<file path="src/rtl/fb_write_arb_pkg.sv">
// Shared types and constants for the frame-buffer write arbiter.
// The FIFO entry pairs a pixel with the buffer address computed when it was captured.
package fb_write_arb_pkg;

  localparam int IMG_W  = 240;
  localparam int IMG_H  = 320;
  localparam int ADDR_W = 17;
  localparam int PIX_W  = 7;

  typedef logic [1:0] bank_t;

  typedef struct packed {
    logic [ADDR_W-1:0] addr;
    logic [PIX_W-1:0]  pixel;
  } fifo_entry_t;

  function automatic logic [ADDR_W-1:0] pixel_addr(input logic [10:0] hcount,
                                                   input logic [9:0]  vcount,
                                                   input int          img_w);
    return ADDR_W'(vcount) * ADDR_W'(img_w) + ADDR_W'(hcount);
  endfunction

endpackage

</file>
<file path="src/rtl/fb_arb_fifo.sv">
// Per-requester pixel queue; a push into a full queue is only accepted when the
// same queue is popped that cycle, otherwise it is reported as a drop.
module fb_arb_fifo
  import fb_write_arb_pkg::*;
#(
  parameter int DEPTH = 4
) (
  input  logic        clk,
  input  logic        rst,
  input  logic        push,
  input  fifo_entry_t push_entry,
  input  logic        pop,
  output logic        empty,
  output logic        drop,
  output fifo_entry_t head
);

  localparam int AW = (DEPTH > 1) ? $clog2(DEPTH) : 1;

  fifo_entry_t   mem [DEPTH];
  logic [AW-1:0] rd_ptr;
  logic [AW-1:0] wr_ptr;
  logic [AW:0]   count;
  logic          full;
  logic          take;
  logic          accept;

  assign empty  = (count == '0);
  assign full   = (count == (AW+1)'(DEPTH));
  assign take   = pop && !empty;
  assign accept = push && (!full || take);
  assign drop   = push && full && !take;
  assign head   = mem[rd_ptr];

  // Pointers wrap naturally because DEPTH is a power of two.
  always_ff @(posedge clk or posedge rst) begin
    if (rst) begin
      rd_ptr <= '0;
      wr_ptr <= '0;
      count  <= '0;
    end else begin
      if (accept) wr_ptr <= wr_ptr + 1'b1;
      if (take)   rd_ptr <= rd_ptr + 1'b1;
      unique case ({accept, take})
        2'b10:   count <= count + 1'b1;
        2'b01:   count <= count - 1'b1;
        default: ;
      endcase
    end
  end

  always_ff @(posedge clk) begin
    if (accept) mem[wr_ptr] <= push_entry;
  end

endmodule

</file>
<file path="src/rtl/fb_write_arb.sv">
// Round-robin arbiter merging NUM_REQ filter pixel streams onto one frame-buffer write port.
// Define FB_WRITE_ARB_STATS_EN to add per-requester saturating drop counters (drop_count_out).
module fb_write_arb
  import fb_write_arb_pkg::*;
#(
  parameter int NUM_REQ    = 4,
  parameter int FIFO_DEPTH = 4,
  parameter int IMG_W      = fb_write_arb_pkg::IMG_W,
  parameter int IMG_H      = fb_write_arb_pkg::IMG_H,
  parameter int PIX_W      = fb_write_arb_pkg::PIX_W
) (
  input  logic                           clk_in,
  input  logic                           rst_in,
  input  logic                           freeze_in,
  input  logic [NUM_REQ-1:0]             req_valid_in,
  input  logic [NUM_REQ-1:0][10:0]       req_hcount_in,
  input  logic [NUM_REQ-1:0][9:0]        req_vcount_in,
  input  logic [NUM_REQ-1:0][PIX_W-1:0]  req_pixel_in,
  output logic [NUM_REQ-1:0]             drop_out,
  output logic                           wr_en_out,
  output bank_t                          wr_bank_out,
  output logic [ADDR_W-1:0]              wr_addr_out,
  output logic [PIX_W-1:0]               wr_data_out
`ifdef FB_WRITE_ARB_STATS_EN
  ,
  output logic [NUM_REQ-1:0][15:0]       drop_count_out
`endif
);

  localparam int          IDX_W       = (NUM_REQ > 1) ? $clog2(NUM_REQ) : 1;
  localparam int          ENTRY_PIX_W = fb_write_arb_pkg::PIX_W;
  localparam logic [10:0] H_LIMIT     = 11'(IMG_W);
  localparam logic [9:0]  V_LIMIT     = 10'(IMG_H);

  logic [NUM_REQ-1:0] push;
  logic [NUM_REQ-1:0] pop;
  logic [NUM_REQ-1:0] empty;
  logic [NUM_REQ-1:0] drop;
  fifo_entry_t        push_entry [NUM_REQ];
  fifo_entry_t        head       [NUM_REQ];

  logic [IDX_W-1:0]   rr_ptr;
  logic [IDX_W-1:0]   grant_idx;
  logic               grant_valid;

  // Out-of-range pixels never reach a FIFO, so they can neither write nor drop.
  always_comb begin
    for (int i = 0; i < NUM_REQ; i++) begin
      push[i] = req_valid_in[i] && !freeze_in &&
                (req_hcount_in[i] < H_LIMIT) && (req_vcount_in[i] < V_LIMIT);
      push_entry[i].addr  = pixel_addr(req_hcount_in[i], req_vcount_in[i], IMG_W);
      push_entry[i].pixel = ENTRY_PIX_W'(req_pixel_in[i]);
    end
  end

  for (genvar g = 0; g < NUM_REQ; g++) begin : g_fifo
    fb_arb_fifo #(
      .DEPTH(FIFO_DEPTH)
    ) u_fifo (
      .clk       (clk_in),
      .rst       (rst_in),
      .push      (push[g]),
      .push_entry(push_entry[g]),
      .pop       (pop[g]),
      .empty     (empty[g]),
      .drop      (drop[g]),
      .head      (head[g])
    );
  end

  always_comb begin
    grant_valid = 1'b0;
    grant_idx   = '0;
    pop         = '0;
    for (int k = 0; k < NUM_REQ; k++) begin
      if (!grant_valid && !empty[(int'(rr_ptr) + k) % NUM_REQ]) begin
        grant_valid = 1'b1;
        grant_idx   = IDX_W'((int'(rr_ptr) + k) % NUM_REQ);
      end
    end
    if (grant_valid) pop[grant_idx] = 1'b1;
  end

  // Write port fields only update on a grant so they hold during idle cycles.
  always_ff @(posedge clk_in or posedge rst_in) begin
    if (rst_in) begin
      rr_ptr      <= '0;
      drop_out    <= '0;
      wr_en_out   <= 1'b0;
      wr_bank_out <= '0;
      wr_addr_out <= '0;
      wr_data_out <= '0;
    end else begin
      drop_out  <= drop;
      wr_en_out <= grant_valid;
      if (grant_valid) begin
        rr_ptr      <= (grant_idx == IDX_W'(NUM_REQ - 1)) ? '0 : grant_idx + 1'b1;
        wr_bank_out <= bank_t'(grant_idx);
        wr_addr_out <= head[grant_idx].addr;
        wr_data_out <= PIX_W'(head[grant_idx].pixel);
      end
    end
  end

`ifdef FB_WRITE_ARB_STATS_EN
  always_ff @(posedge clk_in or posedge rst_in) begin
    if (rst_in) begin
      drop_count_out <= '0;
    end else begin
      for (int i = 0; i < NUM_REQ; i++) begin
        if (drop[i] && (drop_count_out[i] != 16'hFFFF)) begin
          drop_count_out[i] <= drop_count_out[i] + 16'd1;
        end
      end
    end
  end
`endif

endmodule

</file>
<file path="config.mk">
export PLATFORM = sky130hd
export DESIGN_NAME = fb_write_arb
export DESIGN_NICKNAME = d
export VERILOG_FILES = /design/src/rtl/fb_write_arb_pkg.sv /design/src/rtl/fb_arb_fifo.sv /design/src/rtl/fb_write_arb.sv
export SDC_FILE = /design/constraint.sdc
export NUM_CORES = 1
export LEC_CHECK = 0
export ABC_AREA = 1
export ABC_CLOCK_PERIOD_IN_PS = 9900
export BUFFER_PORTS_ARGS = -buffer_cell sky130_fd_sc_hd__clkbuf_2
export CAP_MARGIN = 10
export CORE_UTILIZATION = 60
export DETAILED_ROUTE_END_ITERATION = 8
export GPL_ROUTABILITY_DRIVEN = 0
export HOLD_SLACK_MARGIN = 0.03
export PLACE_DENSITY = 0.78
export SLEW_MARGIN = 20
export SYNTH_ARGS = -nofsm -noshare
export SYNTH_HDL_FRONTEND = slang
export SYNTH_SLANG_ARGS = --single-unit
</file>
<file path="constraint.sdc">
create_clock -name clk_in -period 9.9 [get_ports clk_in]
set_input_delay 1.98 -clock clk_in [delete_from_list [all_inputs] [get_ports clk_in]]
set_output_delay 1.98 -clock clk_in [all_outputs]
set_load 0.005 [all_outputs]
</file>
### Yosys cells after proc, flatten, opt, wreduce, memory -nomap -nowiden

Memories as Yosys holds them, arrays and structs flattened.
Index checks and enable logic that the tools add are counted.

| cells by class | value |
|---|---|
| add/subtract/negate cells | 24 |
| multiply operators | 4 |
| order comparisons | 15 |
| eq/ne operators | 13 |
| muxes and demuxes | 38 |
| bitwise gates (word level) | 4 |
| reduce and logical (&&, ||, !) cells | 65 |

Operators with widths:

| kind | count |
|---|---|
| adder 17 x 11 -> 17 bit | 4 |
| multiplier 10 x 4 -> 13 bit (second input constant) | 4 |
| binary-select mux 24 bit (select 2 bit) | 1 |
| 2-to-1 mux 24 bit | 2 |
| less-than comparator 11 x 8 -> 1 bit (second input constant) | 4 |
| less-than comparator 10 x 9 -> 1 bit (second input constant) | 4 |
| logical AND 1 bit | 32 |
| case mux 3 bit (2 select lines) | 4 |
| adder 2 x 1 -> 2 bit (second input constant) | 10 |
| 2-to-1 mux 1 bit | 20 |
| logical NOT 1 bit | 18 |
| adder 3 x 1 -> 3 bit (second input constant) | 4 |
| equality test 3 bit (second input constant) | 4 |
| logical NOT 3 bit | 4 |
| less-than comparator 3 x 4 -> 1 bit (second input constant) | 3 |
| subtractor 3 x 1 -> 3 bit (second input constant) | 4 |
| equality test 2 bit (second input constant) | 5 |
| 2-to-1 mux 2 bit | 5 |
| binary-select mux 1 bit (select 2 bit) | 4 |
| equality test 2 x 1 -> 1 bit (second input constant) | 4 |
| nonzero test 2 bit | 4 |
| less-than comparator 2 x 3 -> 1 bit (second input constant) | 2 |
| OR reduction 2 bit | 3 |
| adder 2 bit (second input constant) | 2 |
| 7 further kinds | 12 |

| word-level totals | value |
|---|---|
| flip-flop bits (word level) | 61 |
| memory bits (writable) | 384 |
| input port bits | 119 |
| output and inout port bits | 31 |
| logic and storage cells | 185 |
| memories | 4 |

Memories:

| memory | words | width | rd ports | clocked after memory_dff | write ports | RTL line | text |
|---|---|---|---|---|---|---|---|
| g_fifo[0].u_fifo.mem | 4 | 24 | 1 | 0 | 1 | fb_arb_fifo.sv:20 | `fifo_entry_t mem [DEPTH];` |
| g_fifo[1].u_fifo.mem | 4 | 24 | 1 | 0 | 1 | fb_arb_fifo.sv:20 |  |
| g_fifo[2].u_fifo.mem | 4 | 24 | 1 | 0 | 1 | fb_arb_fifo.sv:20 |  |
| g_fifo[3].u_fifo.mem | 4 | 24 | 1 | 0 | 1 | fb_arb_fifo.sv:20 |  |

### Depth between registers and ports, before layout

Gate-level depths: netlist of run 1.

| logic depth | value |
|---|---|
| depth after elaboration | 25 |
| mapped depth | 22 |

### Modules after synthesis

From an unflattened synthesis of run 1, not the netlist that was laid out.

| unflattened totals | value |
|---|---|
| cell total of the unflattened synthesis | 2,530 |
| area total of the unflattened synthesis | 25,145.4 µm² |

Modules (own cells, without submodules):

| module | instances | cells an instance | area each (µm²) |
|---|---|---|---|
| fb_arb_fifo at g_fifo[0].u_fifo ... | 3 | 347 | 4,280.4 |
| fb_write_arb | 1 | 1,197 | 8,303.0 |
| fb_arb_fifo at g_fifo[3].u_fifo | 1 | 292 | 4,001.3 |

### Worst setup path before layout of run 1

OpenSTA, ideal clock, no wires.

| timing | value |
|---|---|
| kind | input to register |
| from | input req_vcount_in[33] (netlist bit) |
| to | memory g_fifo[3].u_fifo.mem[0][22] (netlist bit), data pin |
| arrival time | 5.143 ns |
| required time | 9.623 ns |
| setup slack | 4.479 ns |
| cell stages on the path | 18 |
| buffers on the path | 0 |
| cell sequence | inv_1 > fa_1 > fa_1 > inv_1 > ha_1 > a21o_1 > a31oi_1 > xor2_1 > inv_1 > ha_1 > nand2_1 > inv_1 > nand4_1 > o211ai_1 > nand2_1 > nor2_1 > nand3_1 > xnor2_1 |

RTL lines:

| element | RTL line | text |
|---|---|---|
| start, declared | fb_write_arb.sv:17 | `input logic [NUM_REQ-1:0][9:0] req_vcount_in,` |
| end, declared | fb_arb_fifo.sv:20 |  |

==> out/qor.txt, run 1 <==
Post-cts hold buffer count = 0
RSZ-0062 raised after global routing = no
Grt ovf = 0
Core box area = 39010 µm²
DP Worst Slack = 4026 ps
Post-DP HPWL = 37.73 mm
Post-CTS Resized = 0
Period utilisation layout = 54.05%
Clock Latency Late Sink = 540 ps
Highest fanout seen on the critical path = 6
Asr flop ratio synth = 13.71%
Setup TNS = 0 ps
Fin crit period = 5350 ps
Compound-cell area share of the yosys netlist = 8.409%
Hold wc startpoint = wr_addr_out[15]
Status = finished clean
# fillers = 2805
Max-cap viol count = 0
Crit path required time = 10280 ps
Vias = 16910
Maximum clock frequency = 186.9 MHz
# diodes = 0
Sink Count = 445
Post-Layout Cell Count = 2943
Min-Delay Path Depth = 2
Leakage = 11.22 nW
Vias in the first global route = 16660
Crit path buf inv count = 4
Crit Path Category = primary input to flip-flop
Critical Path Start Type = primary input
Worst R2R End = g_fifo[0].u_fifo.mem[1][12]
Mux share of post-synthesis cell area = 0%
Synth warn = 0
Slowest cell on the critical path = fa_1
Area share of xor/xnor cells in the synthesized design = 3.292%
Post-route cell area = 26670 µm²
Main flop type after synthesis = edfxtp_1
Register area share after synthesis = 54.54%
Largest net degree at the start of global routing = 62
Initial Utilization = 61.38%
CP Capture Type = flip-flop
Worst VDD drop = 0.2060 mV
Share of layout cells above drive strength 1 = 12.21%
CP peak stage delay = 530 ps
Max_slew headroom = 38.34%
Clk slew on worst S/H paths = 60 ps
# DRC = 0
Final setup vio count = 0
Syn-to-layout area delta = 11.41%
Class of the worst hold path = flip-flop to flip-flop
Setup Skew = 13.92 ps
Drt first pass iters = 6
Critical Path Most Common Cell = nand2_1
Cells along the critical path = clkbuf_2, inv_1, fa_1, fa_1, inv_1, ha_1, nand2_1, nand2_1, a31oi_1, xor2_1, inv_1, ha_1, nand2_1, o21bai_1, nand2_1, nand2_1, nand2_1, nor2_2, nand2_1, a21oi_1, nand3_1, nand2_1
Port Buffers = 149
Die area = 40710 µm²
Largest family of logic cells by synthesized area = simple AND/OR/NAND/NOR gates
Total power = 8.202 mW
Post-CTS setup buffer count = 0
Nets@finish = 2702
Reg-to-reg startpoint = g_fifo[0].u_fifo.count[0]
Slew @ Worst Pin = 921.6 ps
Pwr/cell area = 307.5 nW/µm²
Placed cell area = 25190 µm²
Synthesized area = 23940 µm²
Worst hold endpoint = wr_addr_out[15]
Post-synth net total = 2570
Post-Syn Instances = 2259
Syn Area/Cell = 10.60 µm²
Family with the most delay on the worst path = adder cells
Reg2reg setup slack = 5610 ps
Core Rows = 72
Synth Area in Adders = 12.42%
Post-synth EDFFs = 384
Cells after DPL = 2865
DIE WIDTH = 201.8 µm
First-pass GRT wire length = 86.71 mm
CTS H-tree depth = 2
DRT iter0 DRCs = 1868
Die H = 201.8 µm
Root buffer cell = clkbuf_16
GRT Overall Usage = 27.13%
Synth unique cells = 45
Vias per cell = 5.746
Final setup margin = 4550 ps
Arr. time, crit path = 5730 ps
Area share of and/or/nand/nor cells after synthesis = 15.55%
Synth Register Bits = 445
Routed wire per std cell = 18.36 µm
R2R depth = 14
Max-slew violation count = 0
Final wirelength = 54.03 mm
TritonCTS Buffers = 42
Initial antenna violation count = 0
Top-level port count = 150
Endpoints failing hold = 0
Detail Route Antenna Nets = 0
CTS tree = yes
Clock Path Buffers = 3
final cells by class:
cell class	count	area (µm²)	area share, %
flip-flops and latches	445	13060	48.96
multi-input cells	1462	9548	35.79
clock buffers	62	1260	4.723
inverters	266	1001	3.753
repair buffers	174	933.4	3.499
well taps	518	648.1	2.430
clock inverters	16	225.2	0.8443
sequential cells by signal (all words and copies together), names as in the netlist:
signal                count
g_fifo.u_fifo.wr_ptr      8
rr_ptr                    2
wr_bank_out               2
g_fifo.u_fifo.count      12
drop_out                  4
wr_data_out               7
wr_addr_out              17
wr_en_out                 1
g_fifo.u_fifo.mem       384
g_fifo.u_fifo.rd_ptr      8
worst min-delay path, cell delays in order (launching register included):
cell and delay, ps:
dfrtp_1 340, nand2_1 60, nand3_1 70
through the flow:
stage / hold WS [ps] / utilization [%]
4_1_cts: 504.1 / 68.38
2_1_floorplan: 472.5 / -
6_report: 506.6 / 68.38
3_3_place_gp: 481.3 / 64.58
3_5_place_dp: 488.8 / 64.58
5_1_grt: 524.4 / 68.38
power by group:
group | switching (mW) | total [mW] | internal, mW
registers | 0.179 | 2.64 | 2.46
clock network | 0.665 | 1.70 | 1.04
logic | 2.59 | 3.86 | 1.27
synth_stat cells, drive strengths merged, types with 3 or more instances:
cell | count | area (µm²)
o22ai | 48 | 300.3
xnor2 | 24 | 210.2
buf | 24 | 152.7
or2 | 3 | 18.77
o21ai | 113 | 569.3
nand3b | 3 | 22.52
nor2 | 175 | 715.7
a21oi | 95 | 475.5
clkbuf | 62 | 232.7
ha | 116 | 1451
o21bai | 6 | 45.04
nand3 | 129 | 703.2
nand2 | 457 | 1743
edfxtp | 384 | 11530
nor3 | 7 | 45.04
a31oi | 6 | 37.54
a32o | 48 | 480.5
fa | 76 | 1521
nand4 | 73 | 456.7
dfrtp | 61 | 1526
xor2 | 66 | 578.1
a21o | 10 | 75.07
inv | 264 | 993.5
logic make-up (layout without fill, tap and decap cells):
kind of cell / Yosys count / in the layout
AO/OA/AOI/OAI: 330 / 330
XOR/XNOR: 90 / 90
adder cells (fa/ha/maj): 192 / 192
buffers and inverters: 352 / 518
flip-flops: 445 / 445
AND/OR/NAND/NOR: 850 / 850
layout by cell type (no fill, tap or decap), types with 16 or more instances in the layout:
| master | count |
|---|---|
| fa_1 | 76 |
| ha_1 | 116 |
| xnor2_1 | 24 |
| buf_4 | 25 |
| clkbuf_16 | 45 |
| nand2_1 | 448 |
| nor2_2 | 16 |
| a32o_1 | 48 |
| nand4_1 | 73 |
| inv_1 | 255 |
| o21ai_0 | 107 |
| dfrtp_1 | 60 |
| clkbuf_2 | 149 |
| edfxtp_1 | 384 |
| nand3_1 | 119 |
| nor2_1 | 151 |
| o22ai_1 | 48 |
| a21oi_1 | 95 |
| xor2_1 | 66 |
per-layer routing:
layer	GRT usage (%)	routed length, µm	up-vias
li1	-	-	8014
met1	36.73	22390	8223
met2	44.90	26100	557
met3	3.563	3502	116
met4	10.39	2031	0
met5	0	0	-
worst max-delay path by stage:
stage	from	end	depth (start not counted)
2_1_floorplan	req_vcount_in[33]	g_fifo[3].u_fifo.mem[0][22]	18
5_1_grt	req_vcount_in[34]	g_fifo[3].u_fifo.mem[0][22]	19
4_1_cts	req_vcount_in[33]	g_fifo[3].u_fifo.mem[1][23]	22
3_5_place_dp	req_vcount_in[33]	g_fifo[3].u_fifo.mem[2][23]	22
3_3_place_gp	req_vcount_in[33]	g_fifo[3].u_fifo.mem[0][22]	19
6_report	req_vcount_in[33]	g_fifo[3].u_fifo.mem[1][23]	22
Power figures use the tool's default switching activity.
==> run 2, diff against run 1 <==
- ABC_AREA: 1 -> 0
- ABC_CLOCK_PERIOD_IN_PS: 9900 -> 4800
- CORE_UTILIZATION: 60 -> 55
- PLACE_DENSITY: 0.78 -> 0.75
- clock period: 9.9 -> 4.8 ns (I/O delays scaled with it)
==> run 2 against run 1 <==
Worst setup slack lost 3900 ps. Largest power group unchanged. Critical path depth shrank 7. Via count shrank 22%.
==> out/qor.txt, run 2 <==
Synth warn = 0
RSZ-0062 raised after global routing = no
# DRC = 0
Commonest non-fill, non-tap cell in the layout = edfxtp_1
Max-slew violation count = 0
Largest regs = g_fifo.u_fifo.mem: 384 flops, wr_addr_out: 17 flops, g_fifo.u_fifo.count: 12 flops
Most common cell in the netlist = edfxtp_1
TritonCTS Buffers = 44
Leakage = 9.998 nW
Post-cts hold buffer count = 0
Critical Path Start Type = primary input
Register area share after synthesis = 56.19%
Grt ovf = 0
Post-route cell area = 26010 µm²
First-pass GRT wire length = 73.70 mm
Routed wire per std cell = 19.97 µm
Vias per cell = 5.725
CP Capture Type = flip-flop
Placed cell area = 24670 µm²
Synth Register Bits = 445
Clock Path Buffers = 3
GRT Overall Usage = 21.95%
Setup TNS = 0 ps
Post-synth net total = 1872
Asr flop ratio synth = 13.71%
Top reg by flops = g_fifo.u_fifo.mem
Synth top area cells = edfxtp_1 50%, mux4_2 9.3%, dfrtp_1 6.6%
Pwr/cell area = 576.9 nW/µm²
Yosys top cell by area = edfxtp_1
Detail Route Antenna Nets = 0
Slowest cell on the critical path = fa_1
Die area = 43070 µm²
Arr. time, crit path = 4470 ps
Final wirelength = 46.05 mm
Top-level port count = 150
Largest register FFs = 384
Commonest cells in the netlist = 384 x edfxtp_1, 179 x inv_1, 116 x ha_1
Synth unique cells = 70
CTS tree = yes
Multi-input gate area = 9268 µm²
Root buffer cell = clkbuf_16
Port Buffers = 149
Die H = 207.5 µm
Cells along the critical path = clkbuf_2, fa_1, inv_1, fa_1, inv_1, ha_1, a21o_1, a21oi_1, xnor2_1, ha_1, or2_2, a31oi_1, nor4_1, nand3_1, xnor2_1
Class of the worst hold path = primary input to asynchronous set/reset pin
Vias in the first global route = 13510
Post-CTS setup buffer count = 0
Fin crit period = 4137 ps
Family with the most delay on the worst path = adder cells
Syn Area/Cell = 14.89 µm²
Main flop type after synthesis = edfxtp_1
Final setup vio count = 0
Worst hold margin = 463.4 ps
Drt first pass iters = 5
Maximum clock frequency = 241.7 MHz
Clk slew on worst S/H paths = 60 ps
Vias = 13200
Core box area = 41290 µm²
Clock Latency Late Sink = 540 ps
Initial antenna violation count = 2
Highest fanout seen on the critical path = 4
Share of layout cells above drive strength 1 = 21.32%
Core Rows = 74
Syn-to-layout area delta = 11.94%
Max-cap viol count = 0
Sink Count = 445
# fillers = 3027
Largest net degree at the start of global routing = 38
Synthesized area = 23240 µm²
Top cell type's share of synthesized area = 49.62%
Initial Utilization = 56.27%
Period utilisation layout = 86.19%
Crit Path Category = primary input to flip-flop
Endpoints failing hold = 0
CTS H-tree depth = 2
DIE WIDTH = 207.5 µm
Status = finished clean
DRT iter0 DRCs = 1083
Max_slew headroom = 35.07%
Commonest non-fill, non-tap cells in the layout = 384 x edfxtp_1, 178 x inv_1, 149 x clkbuf_2, 116 x ha_1, 96 x mux4_2
Worst VDD drop = 0.3394 mV
Setup Skew = 16.08 ps
Nets@finish = 2050
Post-synth EDFFs = 384
Post-Syn Instances = 1561
Post-Route Utilization = 62.99%
Post-DP HPWL = 33.55 mm
Crit path required time = 5130 ps
Crit path buf inv count = 3
CP peak stage delay = 560 ps
Register area = 13060 µm²
Slew @ Worst Pin = 974.0 ps
Post-CTS Resized = 0
## run 2: cell count changes after synthesis, moves of 49 or more
cell | previous run | this run
nor2_1 | 167 | 53
mux2i_1 | 0 | 49
nand3_1 | 119 | 19
mux4_2 | 0 | 96
nand2_1 | 448 | 58
o21ai_0 | 107 | 40
inv_1 | 256 | 179
nand4_1 | 73 | 8
## run 2: worst paths after layout
kind	from	end	slack, ps	cells after the start
setup / recovery	req_vcount_in[20]	g_fifo[2].u_fifo.mem[0][23]	660	15
hold / removal	rst_in	drop_out[2]	460	2
setup reg to reg	g_fifo[0].u_fifo.count[0]	g_fifo[3].u_fifo.count[2]	860	11
hold reg to reg	g_fifo[1].u_fifo.rd_ptr[1]	g_fifo[1].u_fifo.rd_ptr[1]	480	1
max in group asynchronous	rst_in	wr_addr_out[15]	3400	3
min in group clk_in	g_fifo[1].u_fifo.rd_ptr[1]	g_fifo[1].u_fifo.rd_ptr[1]	480	1
## run 2: logic make-up after synthesis
kind of cell	Yosys count	synth area share, %
compound gates	226	7.081
flops	445	56.19
simple gates	232	5.148
xor+xnor	88	3.317
buf+inv	231	3.958
mux	147	11.51
fa+ha+maj	192	12.79
## run 2: area by class of cell
class	count	share of cell area [%]
diodes	1	0.009620
clock buffers	56	4.483
clock inverters	24	0.6734
inverters	180	2.597
multi-input cells	885	35.63
flip-flops and latches	445	50.20
well taps	532	2.559
repair buffers	183	3.848
## run 2: power by group
part | switching [mW] | internal [mW]
sequential | 0.325 | 5.00
combinational | 3.69 | 2.80
clock | 1.37 | 1.83
## run 2: through the flow
step	std cells	setup WS, ps	total power, mW
CTS	2305	691.1	15.12
detailed placement	2225	156.6	11.90
floorplan	1561	435.0	10.27
global route	2306	315.6	15.90
global placement	2225	226.4	11.65
finish	2306	662.7	15.01
## run 2: layer usage
layer  part of all wire, %  vias up  GRT usage, %
met5                 0.022        -             0
met4                   1.3        2         4.195
met3                   5.3       43         2.950
met2                    48      325         35.48
met1                    46     6651         32.29
li1                      -     6181             -
==> run 3, diff against run 2 <==
- PLACE_DENSITY: 0.75 -> 0.77
==> run 3 against run 2 <==
The run now ends with design-rule violations left. Die area is the same. Sequential share of layout area shrank 0.17 points. Design area grew 0.36%. Clock power grew 5%. Cell count is the same. First-iteration DRC count shrank 13%. Worst setup slack lost 38 ps. Register-to-register slack gained 120 ps. Critical path depth shrank 1. Count of clock-buffer cells in the layout grew 10. Non-clock buffer count is the same. Clock skew grew 7.1 ps. Highest routed layer unchanged.
==> out/qor.txt, run 3 (synthesis gave the netlist of run 2 again) <==
CP peak stage delay = 560 ps
Net Sw Frac = 35.43%
Worst path depth = 14
DIE WIDTH = 207.5 µm
Worst R2R End = g_fifo[2].u_fifo.mem[3][23]
Drt first pass iters = 7
Post-cts hold buffer count = 0
Slew @ Worst Pin = 965.5 ps
Endpoints failing hold = 0
Vias = 13220
RSZ-0062 raised after global routing = no
Violated checks = design-rule violations
CP Capture Type = flip-flop
Class of the worst hold path = flip-flop to flip-flop
Core Rows = 74
Top reg by flops = g_fifo.u_fifo.mem
Sink Count = 445
First-pass GRT wire length = 73.53 mm
Pwr/cell area = 581.3 nW/µm²
# DRC = 2
Post-DP HPWL = 32.96 mm
Crit path required time = 5050 ps
Reg2reg setup slack = 980 ps
Highest fanout seen on the critical path = 4
Clk slew on worst S/H paths = 60 ps
R2R depth = 11
Clock Latency Late Sink = 550 ps
Max-cap viol count = 0
Commonest non-fill, non-tap cell in the layout = edfxtp_1
Critical Path Most Common Cell = fa_1
Reg-to-reg startpoint = g_fifo[0].u_fifo.count[0]
Cells after DPL = 2224
Maximum clock frequency = 239.5 MHz
Largest regs = g_fifo.u_fifo.mem: 384 flops, wr_addr_out: 17 flops, g_fifo.u_fifo.count: 12 flops
Root buffer cell = clkbuf_16
Net switching power = 5.376 mW
Post-CTS setup buffer count = 0
Crit path buf inv count = 2
Fin crit period = 4176 ps
Slowest cell on the critical path = fa_1
Routed wire per std cell = 20.13 µm
Comb power frac = 42.7%
Max-slew violation count = 0
# fillers = 2967
Vias in the first global route = 13550
Post-CTS Resized = 0
Vias per cell = 5.731
CTS tree = yes
Commonest non-fill, non-tap cells in the layout = 384 x edfxtp_1, 178 x inv_1, 149 x clkbuf_2, 116 x ha_1, 96 x mux4_2
GRT Overall Usage = 22.06%
Cells along the critical path = clkbuf_2, fa_1, inv_1, fa_1, fa_1, xnor2_1, ha_1, nand2_1, o21ai_0, or3_1, a31oi_1, nor4_1, nand3_1, xnor2_1
Share of layout cells above drive strength 1 = 21.38%
Initial Utilization = 56.27%
Leakage = 10.03 nW
Clock Path Buffers = 3
Port Buffers = 149
Min-Delay Path Depth = 1
Arr. time, crit path = 4430 ps
Flop pwr share = 35.2%
Detail Route Antenna Nets = 0
Crit Path Category = primary input to flip-flop
Setup TNS = 0 ps
Die H = 207.5 µm
Largest net degree at the start of global routing = 35
Top-level port count = 150
TritonCTS Buffers = 44
Post-route cell area = 26110 µm²
Total power = 15.17 mW
Syn-to-layout area delta = 12.34%
Hold wc startpoint = wr_addr_out[6]
Final wirelength = 46.42 mm
Period utilisation layout = 86.99%
Clock group share of total power = 22.1%
Die area = 43070 µm²
Largest register FFs = 384
Core box area = 41290 µm²
Post-Layout Cell Count = 2306
Final setup vio count = 0
Worst hold endpoint = wr_addr_out[6]
Internal = 9.798 mW
Worst VDD drop = 0.3668 mV
Grt ovf = 0
Nets@finish = 2050
CTS H-tree depth = 2
Setup Skew = 23.15 ps
Status = finished, violations left
Initial antenna violation count = 3
DRT iter0 DRCs = 938
Post-Route Utilization = 63.22%
Placed cell area = 24670 µm²
Family with the most delay on the worst path = adder cells
Max_slew headroom = 35.63%
Critical Path Start Type = primary input
[run 3: layer usage]
metal | vias up | track usage (%) | share of wire (%)
met5 | - | 0 | 0.017
met4 | 2 | 4.169 | 1.2
met3 | 42 | 3.328 | 6.4
met2 | 335 | 36.69 | 49
met1 | 6662 | 31.28 | 43
li1 | 6174 | - | -
[run 3: per-stage QoR]
| step | setup slack, ps | hold WS (ps) |
|---|---|---|
| final | 624.3 | 477.9 |
| after global routing | 226.0 | 503.6 |
| after CTS | 654.3 | 479.8 |
| after detailed placement | 87.38 | 466.5 |
| after global placement | 174.7 | 460.5 |
| after floorplan | 435.0 | 470.3 |
[run 3: worst max path at each step]
stage | slack [ps] | endpoint | from
4_1_cts | 650 | g_fifo[2].u_fifo.mem[2][23] | req_vcount_in[20]
2_1_floorplan | 440 | g_fifo[2].u_fifo.mem[0][23] | req_vcount_in[23]
3_3_place_gp | 170 | g_fifo[2].u_fifo.mem[0][23] | req_vcount_in[20]
5_1_grt | 230 | g_fifo[3].u_fifo.mem[0][22] | req_vcount_in[35]
6_report | 620 | g_fifo[2].u_fifo.mem[2][23] | req_vcount_in[20]
3_5_place_dp | 90 | g_fifo[2].u_fifo.mem[2][23] | req_vcount_in[20]
[run 3: cell type report]
class	count	area, µm²	area share (%)
inverters	180	675.6	2.588
multi-input cells	885	9275	35.53
well taps	532	665.6	2.550
clock buffers	66	1255	4.807
flip-flops and latches	445	13060	50.03
repair buffers	183	1021	3.911
diodes	1	2.502	0.009586
clock inverters	14	150.1	0.5752
[run 3: power groups by stage]
stage,clock [mW],sequential (mW),combinational [mW]
finish,3.35,5.34,6.48
global route,3.54,5.39,7.13
CTS,3.40,5.35,6.48
detailed placement,0,5.42,6.44
global placement,0,5.39,6.18
floorplan,0,5.20,5.06
[run 3: worst reg2reg max path: stages (launching register included)]
cell	delay (ps)
dfrtp_1	450
or3_1	590
a21o_1	250
a21oi_1	230
o22ai_4	200
inv_1	140
ha_1	320
inv_1	140
nand3_1	120
nor2b_1	470
and2_1	220
buf_4	360
